===== src/rtl/spi_flash_pkg.sv =====
// Shared definitions for the Wishbone SPI-flash read bridge.
// Contents: FSM state type, default READ opcode, SPI frame length,
// and the little-endian packing helper used when a word completes.
package spi_flash_pkg;

    typedef enum logic [1:0] {
        IDLE,
        SHIFT,
        DONE,
        ERR
    } state_t;

    localparam logic [7:0] READ_CMD_DEFAULT = 8'h03;
    localparam int         FRAME_BITS       = 64;
    // First half of the frame is command+address out, second half data in.
    localparam int         HALF_BITS        = FRAME_BITS / 2;

    // Bytes arrive first-byte-first in rx[31:24]; the flash is little-endian,
    // so the first byte belongs in [7:0]. Bit order inside a byte is kept.
    function automatic logic [31:0] le_pack(input logic [31:0] rx);
        return {rx[7:0], rx[15:8], rx[23:16], rx[31:24]};
    endfunction

endpackage


===== src/rtl/spi_sck_gen.sv =====
// SPI serial-clock generator.
// Ports:
//   i_clk   system clock
//   i_rst   synchronous active-high reset
//   i_en    run enable; when low the divider is cleared and sck held low
//   o_sck   serial clock, idles low (SPI mode 0)
//   o_rise  one-cycle strobe: sck goes high on the coming clock edge
//   o_fall  one-cycle strobe: sck goes low on the coming clock edge
module spi_sck_gen #(
    parameter int CLK_DIV = 2
) (
    input  logic i_clk,
    input  logic i_rst,
    input  logic i_en,
    output logic o_sck,
    output logic o_rise,
    output logic o_fall
);

    logic [7:0] r_cnt;
    logic       r_sck;
    logic       w_tick;

    // Each sck phase lasts CLK_DIV cycles; tick marks the last cycle of a phase.
    assign w_tick = i_en && (r_cnt == 8'(CLK_DIV - 1));

    always_ff @(posedge i_clk) begin
        if (i_rst || !i_en) begin
            r_cnt <= '0;
            r_sck <= 1'b0;
        end else if (w_tick) begin
            r_cnt <= '0;
            r_sck <= ~r_sck;
        end else begin
            r_cnt <= r_cnt + 8'd1;
        end
    end

    assign o_sck  = r_sck;
    assign o_rise = w_tick && !r_sck;
    assign o_fall = w_tick &&  r_sck;

endmodule


===== src/rtl/wb_spi_flash_reader.sv =====
// Wishbone B4 classic read-only slave backed by a serial NOR flash.
// Every read issues READ_CMD plus a 24-bit word-aligned address in SPI
// mode 0, shifts in 32 data bits and terminates with a one-cycle ack.
// Writes terminate with a one-cycle err and no SPI traffic.
// Ports:
//   wb_clk_i, wb_rst_i          clock, synchronous active-high reset
//   wb_adr_i, wb_dat_i,
//   wb_sel_i, wb_we_i,
//   wb_cyc_i, wb_stb_i          Wishbone request (dat_i/sel_i unused)
//   wb_dat_o, wb_ack_o,
//   wb_err_o                    Wishbone response
//   spi_sck_o, spi_cs_n_o,
//   spi_mosi_o, spi_miso_i      flash pins
module wb_spi_flash_reader
    import spi_flash_pkg::*;
#(
    parameter int         CLK_DIV   = 2,
    parameter logic [7:0] READ_CMD  = READ_CMD_DEFAULT,
    parameter int         ADDR_BITS = 24
) (
    input  logic        wb_clk_i,
    input  logic        wb_rst_i,
    input  logic [31:0] wb_adr_i,
    input  logic [31:0] wb_dat_i,
    input  logic [3:0]  wb_sel_i,
    input  logic        wb_we_i,
    input  logic        wb_cyc_i,
    input  logic        wb_stb_i,
    output logic [31:0] wb_dat_o,
    output logic        wb_ack_o,
    output logic        wb_err_o,
    output logic        spi_sck_o,
    output logic        spi_cs_n_o,
    output logic        spi_mosi_o,
    input  logic        spi_miso_i
);

    localparam logic [5:0] LAST_BIT = 6'(FRAME_BITS - 1);

    state_t      r_state;
    state_t      w_state_nxt;
    logic [31:0] r_tx;
    logic [31:0] r_rx;
    logic [31:0] r_dat;
    logic [5:0]  r_bit;
    logic        r_live;

    logic        w_bus;
    logic        w_req;
    logic        w_sck;
    logic        w_rise;
    logic        w_fall;
    logic        w_last;
    logic        w_rx_phase;
    logic [23:0] w_addr;
    logic        w_unused;

    assign w_bus      = wb_cyc_i && wb_stb_i;
    assign w_req      = (r_state == IDLE) && w_bus;
    assign w_last     = w_fall && (r_bit == LAST_BIT);
    assign w_rx_phase = (r_bit >= 6'(HALF_BITS));
    // Word aligned; bits above ADDR_BITS alias.
    assign w_addr     = 24'({wb_adr_i[ADDR_BITS-1:2], 2'b00});
    assign w_unused   = ^{wb_dat_i, wb_sel_i, wb_adr_i[31:ADDR_BITS], wb_adr_i[1:0]};

    spi_sck_gen #(
        .CLK_DIV (CLK_DIV)
    ) u_sck_gen (
        .i_clk  (wb_clk_i),
        .i_rst  (wb_rst_i),
        .i_en   (r_state == SHIFT),
        .o_sck  (w_sck),
        .o_rise (w_rise),
        .o_fall (w_fall)
    );

    always_ff @(posedge wb_clk_i) begin
        if (wb_rst_i) begin
            r_state <= IDLE;
        end else begin
            r_state <= w_state_nxt;
        end
    end

    always_comb begin
        w_state_nxt = r_state;
        wb_ack_o    = 1'b0;
        wb_err_o    = 1'b0;
        spi_cs_n_o  = 1'b1;
        spi_mosi_o  = 1'b0;
        case (r_state)
            IDLE: begin
                if (w_req) begin
                    w_state_nxt = wb_we_i ? ERR : SHIFT;
                end
            end
            SHIFT: begin
                spi_cs_n_o = 1'b0;
                // Data phase keeps MOSI low; tx shifts only on sck falls.
                spi_mosi_o = !w_rx_phase && r_tx[31];
                if (w_last) begin
                    w_state_nxt = DONE;
                end
            end
            DONE: begin
                // Abandoned cycles still finish the frame but are not acked.
                wb_ack_o    = r_live;
                w_state_nxt = IDLE;
            end
            ERR: begin
                wb_err_o    = 1'b1;
                w_state_nxt = IDLE;
            end
            default: begin
                w_state_nxt = IDLE;
            end
        endcase
    end

    always_ff @(posedge wb_clk_i) begin
        if (wb_rst_i) begin
            r_bit  <= '0;
            r_live <= 1'b0;
            r_dat  <= '0;
        end else begin
            case (r_state)
                IDLE: begin
                    if (w_req && !wb_we_i) begin
                        r_tx   <= {READ_CMD, w_addr};
                        r_bit  <= '0;
                        r_live <= 1'b1;
                    end
                end
                SHIFT: begin
                    if (!w_bus) begin
                        r_live <= 1'b0;
                    end
                    if (w_rise && w_rx_phase) begin
                        r_rx <= {r_rx[30:0], spi_miso_i};
                    end
                    if (w_fall) begin
                        r_tx  <= {r_tx[30:0], 1'b0};
                        r_bit <= r_bit + 6'd1;
                        if (w_last && r_live && w_bus) begin
                            r_dat <= le_pack(r_rx);
                        end
                    end
                end
                default: begin
                end
            endcase
        end
    end

    assign wb_dat_o  = r_dat;
    assign spi_sck_o = w_sck;

endmodule


===== config.mk =====
export PLATFORM = sky130hd
export DESIGN_NAME = wb_spi_flash_reader
export DESIGN_NICKNAME = d
export VERILOG_FILES = /design/src/rtl/spi_flash_pkg.sv /design/src/rtl/spi_sck_gen.sv /design/src/rtl/wb_spi_flash_reader.sv
export SDC_FILE = /design/constraint.sdc
export NUM_CORES = 1
export LEC_CHECK = 0
export ABC_AREA = 1
export CAP_MARGIN = 30
export CORE_ASPECT_RATIO = 0.8
export CORE_UTILIZATION = 50
export DETAILED_ROUTE_END_ITERATION = 10
export PLACE_DENSITY = 0.91
export SETUP_SLACK_MARGIN = 0.5
export SLEW_MARGIN = 20
export SYNTH_ARGS = -nofsm -noshare
export SYNTH_HDL_FRONTEND = slang
export SYNTH_SLANG_ARGS = --single-unit

===== constraint.sdc =====
create_clock -name wb_clk_i -period 15.41 [get_ports wb_clk_i]
set_clock_uncertainty 0.05 [all_clocks]
set_input_delay 3.8525 -clock wb_clk_i [delete_from_list [all_inputs] [get_ports wb_clk_i]]
set_output_delay 3.8525 -clock wb_clk_i [all_outputs]
set_load 0.02 [all_outputs]

Yosys cells after proc, flatten, opt, wreduce, memory -nomap -nowiden
Index checks and enable logic that the tools add are counted.
- register bits: 114
- output and inout bits: 37
- logic and storage cells: 66
- add/sub/neg operators: 2
- magnitude comparators: 1
- equality and inequality tests: 10
- multiplexer cells: 17
- bitwise logic cells: 2
- reductions and logical operators: 26
- operator list (operator ; number):
    2-to-1 mux 32 bit ; 2
    one-hot mux 32 bit (2 select lines) ; 1
    2-to-1 mux 6 bit ; 2
    one-hot mux 6 bit (2 select lines) ; 1
    AND reduction 3 bit ; 4
    logical AND 1 bit ; 11
    adder 8 x 1 -> 8 bit, second input constant ; 1
    equality test 8 x 1 -> 1 bit, second input constant ; 1
    != test 2 bit, second input constant ; 4
    adder 6 x 1 -> 6 bit, second input constant ; 1
    equality test 6 bit, second input constant ; 1
    >= comparator 6 bit, second input constant ; 1
    2-to-1 mux 1 bit ; 6
    2-to-1 mux 2 bit ; 3
    one-hot mux 2 bit (3 select lines) ; 1
    equality test 2 bit, second input constant ; 2
    zero test 1 bit ; 4
    AND reduction 4 bit ; 1
    OR reduction 2 bit ; 2
    equality test 2 x 1 -> 1 bit, second input constant ; 1
    zero test 2 bit ; 1
    != test 2 x 1 -> 1 bit, second input constant ; 1
    inverter 1 bit ; 2
    one-hot mux 1 bit (2 select lines) ; 1
    3 further kinds ; 3

Logic depth before layout (Yosys ltp)
- depth in word-level cells: 7
- depth in mapped cells: 10
- depth with buffers taken out: 9

Hierarchy
Synthesis repeated with hierarchy kept, for this count alone.
- cells, all modules: 444
- area total of the unflattened synthesis: 4468.0 um2
- modules (own cells, without submodules) (module ; times used ; cells an instance ; area an instance (um2) ; sequential area each (um2)):
    wb_spi_flash_reader ; 1 ; 372 ; 3998.8 ; 2682.6
    spi_sck_gen ; 1 ; 72 ; 469.2 ; 180.2

Worst setup path before layout
Ideal clock, no wire load.
- kind: input port to flip-flop
- from: input wb_rst_i
- to: register r_rx[0], enable pin
- arrival: 7.171 ns
- path slack: 7.688 ns
- cell stages on the path: 2
- path buffers: 1
- path through: clkbuf_1 nor4_1
- longest elaborated chain between the ends: 2
- RTL lines (what ; RTL line ; RTL):
    start: declaration ; wb_spi_flash_reader.sv:22 ; input logic wb_rst_i,
    inverter 1 bit (no source line) ; - ;
    AND reduction 3 bit (no source line) ; - ;
    end signal: assignment ; wb_spi_flash_reader.sv:139 ; r_rx <= {r_rx[30:0], spi_miso_i};
    end: declaration ; wb_spi_flash_reader.sv:43 ; logic [31:0] r_rx;
No other way between the ends.
A chain may end at the register's enable or synchronous reset.

Final worst setup path
- from: register r_state[0]
- to: output spi_mosi_o
- longest elaborated chain between the ends: 2
- RTL lines (what ; RTL line ; RTL):
    start: declaration ; wb_spi_flash_reader.sv:40 ; state_t r_state;
    start signal: assignment ; wb_spi_flash_reader.sv:81 ; r_state <= w_state_nxt;
    equality test 2 x 1 -> 1 bit ; wb_spi_flash_reader.sv:91 ; case (r_state)
    2-to-1 mux 1 bit ; wb_spi_flash_reader.sv:91 ;
    end: declaration ; wb_spi_flash_reader.sv:34 ; output logic spi_mosi_o,
No other way between the ends.

==> flow_summary.json <==
{
  "max_freq_ghz": 0.165,
  "grt-ovfl-total": 0,
  "place_inst": 644,
  "synth_fp_nets": 559,
  "finalSetupTns_ps": 0,
  "post-layout-total-power_uw": 520,
  "rr_startpoint": "r_state[0]",
  "grt_setup_unrepaired": "no",
  "design.portCount": 111,
  "ant_nets": 0,
  "hold_violations": 0,
  "postSynthCellCount": 481,
  "gp_congestion": 0.867,
  "coreArea_um2": 8560,
  "drt_wl_total_mm": 8.32,
  "num-fill-cells": 710,
  "grt_pass1_vias": 3218,
  "yosysWarningCount": 0,
  "grt_use_total_pct": 19.3,
  "die_h_um": 86.2,
  "area_growth_pct": 21.0,
  "ys_types": 27,
  "slew_violations": 0,
  "synth_top_area_cell": "edfxtp_1",
  "hold_path.class": "flop to flop",
  "start_kind": "flop",
  "ys_seq_elements": 112,
  "top_usage_layer": "met2",
  "relSlewSlack_pct": 54.1,
  "clk_path_buf_depth": 2,
  "firstDrtPassIters": 4,
  "outcome": "complete, no violations",
  "setup_violations": 0,
  "fin_crit_ps": 6050,
  "synth_flop_cell": "edfxtp_1",
  "gr-usage-met3_pct": 4.74,
  "cts_tree": "built",
  "route.detailed.drc": 0,
  "seq_area_um2": 2860,
  "hp-start": "r_rx[1]",
  "viasPerCell": 4.84,
  "final_nets": 621,
  "initial_core_util_pct": 51.8,
  "multiInputGateArea_um2": 1290,
  "grt_util_met1_pct": 23.9,
  "ir_drop_v": 0.0000531,
  "die_w_um": 107,
  "cts_buffers": 9,
  "portBuffers": 64,
  "ys_seq_area_share_pct": 64.5,
  "fin_crit_sh_pct": 39.3,
  "synthTopCellsByArea": "edfxtp_1, dfxtp_1, nand2_1, nor2_1, inv_1",
  "power.density_nw_per_um2": 96.9,
  "synth-edff-count": 62,
  "grt_pass1_wl_mm": 14.0,
  "antenna_cells": 0,
  "final_cells": 660,
  "globalRouteMet2Util_pct": 33.7,
  "drtIter0Drc": 146,
  "endpoint_kind": "output port",
  "layout-drive-gt1-share_pct": 5.47,
  "std_cell_rows": 30,
  "maxCapViolations": 0,
  "dieArea_um2": 9250,
  "synth_top_area_share_pct": 42.0,
  "crit_required_ps": 11510,
  "grt_max_degree": 65,
  "cts_hold_buffers": 0,
  "antenna_found_initial": 0,
  "async_flop_share_pct": 0,
  "layout_setup_ws_ps": 9360,
  "cts-root-buf": "clkbuf_8",
  "vias": 3194,
  "syn_area_um2": 4440,
  "cts_resized": 0,
  "dp_slack_ps": 9270,
  "hpwl_mm": 5.51,
  "yosysMostFrequentCell": "nand2_1",
  "avgSynthCellArea_um2": 9.22,
  "ys_top_cells_by_count": "nand2_1, nor2_1, edfxtp_1",
  "path_clk_slew_ps": 110,
  "leakage_nw": 2.25,
  "cts_setup_buffers": 0,
  "tightest_slew_ps": 686,
  "holdWs_ps": 408,
  "post_drt_wl_per_cell_um": 12.6,
  "clock_sinks": 112,
  "timing_worst_setup_path_type": "flop to output port",
  "arrival_ps": 2150,
  "clkLatencyLatePin_ps": 360,
  "crit_path_max_fanout": 39,
  "crit_start": "r_state[0]",
  "h-tree-depth": 3
}
-- critical path, stage by stage (launching register included) --
cell and delay [ps]:
dfxtp_1 460, nand2_2 450, nor2_1 220, clkdlybuf4s50_1 640
-- layout make-up --
cell class / count / area share, %
clock inverters: 6 / 1.17
inverters: 54 / 3.78
multi-input cells: 299 / 24.0
well taps: 112 / 2.61
flip-flops and latches: 112 / 53.3
repair buffers: 67 / 12.7
clock buffers: 10 / 2.38
-- state kept, by name (all words and copies together), names as in the netlist --
register / count
r_rx: 32
wb_dat_o: 32
r_live: 1
r_tx: 30
u_sck_gen.r_cnt: 8
r_bit: 6
r_state: 2
u_sck_gen.o_sck: 1
-- routing by layer --
metal / up-vias / part of all wire [%]
met5: - / 0
met4: 0 / 1.1
met3: 11 / 4.3
met2: 71 / 50
met1: 1496 / 45
li1: 1616 / -
-- path summary, 6_finish.rpt --
check,endpoint,slack [ps],depth (start not counted)
setup / recovery,spi_mosi_o,9360,3
hold / removal,r_rx[2],410,0
setup reg to reg,wb_dat_o[22],12530,7
hold reg to reg,r_rx[2],410,0
-- placed cells by master, fill, tap and decap left out --
| master | synthesis | layout |
|---|---|---|
| clkinv_1 | 1 | 1 |
| a21oi_1 | 9 | 9 |
| inv_6 | 0 | 2 |
| nor4_1 | 2 | 1 |
| clkinv_8 | 0 | 1 |
| and3_1 | 2 | 2 |
| o2111ai_1 | 1 | 1 |
| buf_4 | 0 | 2 |
| nand3_4 | 1 | 1 |
| edfxtp_1 | 62 | 62 |
| nor2_2 | 2 | 3 |
| nand3_2 | 1 | 1 |
| clkdlybuf4s50_1 | 0 | 64 |
| nand2_2 | 1 | 1 |
| nor2_1 | 94 | 93 |
| or2_2 | 2 | 2 |
| nand3_1 | 10 | 10 |
| o21ai_0 | 3 | 3 |
| nor4_2 | 0 | 1 |
| nand2_1 | 155 | 155 |
| nor3_1 | 4 | 4 |
| dfxtp_1 | 50 | 50 |
| inv_8 | 0 | 1 |
| xor2_1 | 5 | 5 |
| inv_1 | 51 | 51 |
| inv_2 | 2 | 2 |
| clkbuf_1 | 4 | 1 |
| nor3b_1 | 2 | 2 |
| buf_16 | 0 | 1 |
| clkinv_4 | 0 | 2 |
| ha_1 | 4 | 4 |
| clkbuf_8 | 0 | 9 |
| nor3b_2 | 1 | 1 |
-- report_power, final --
| part | internal [mW] | switching [mW] | total, mW |
|---|---|---|---|
| registers | 0.320 | 0.00191 | 0.322 |
| clock network | 0.0633 | 0.104 | 0.167 |
| logic | 0.0124 | 0.0186 | 0.0310 |
| total | 0.396 | 0.124 | 0.520 |
-- per-stage QoR --
stage	util, %	area, um2
after global placement	60.2	5150
after floorplan	-	4440
after global routing	62.7	5370
final	62.7	5370
after detailed placement	60.5	5180
after CTS	62.7	5370
-- cells by family (layout without fill, tap and decap cells) --
group                      count (synthesis)  in the layout  synth area share, %
and+or+nand+nor                          277            277                 25.2
DFF                                      112            112                 64.5
buffers and inverters                     70            137                 6.63
AOI/OAI and AO/OA                         13             13                 1.55
xor gates and xnor gates                   5              5                0.987
adders and majority gates                  4              4                 1.13
Power figures use the tool's default switching activity.
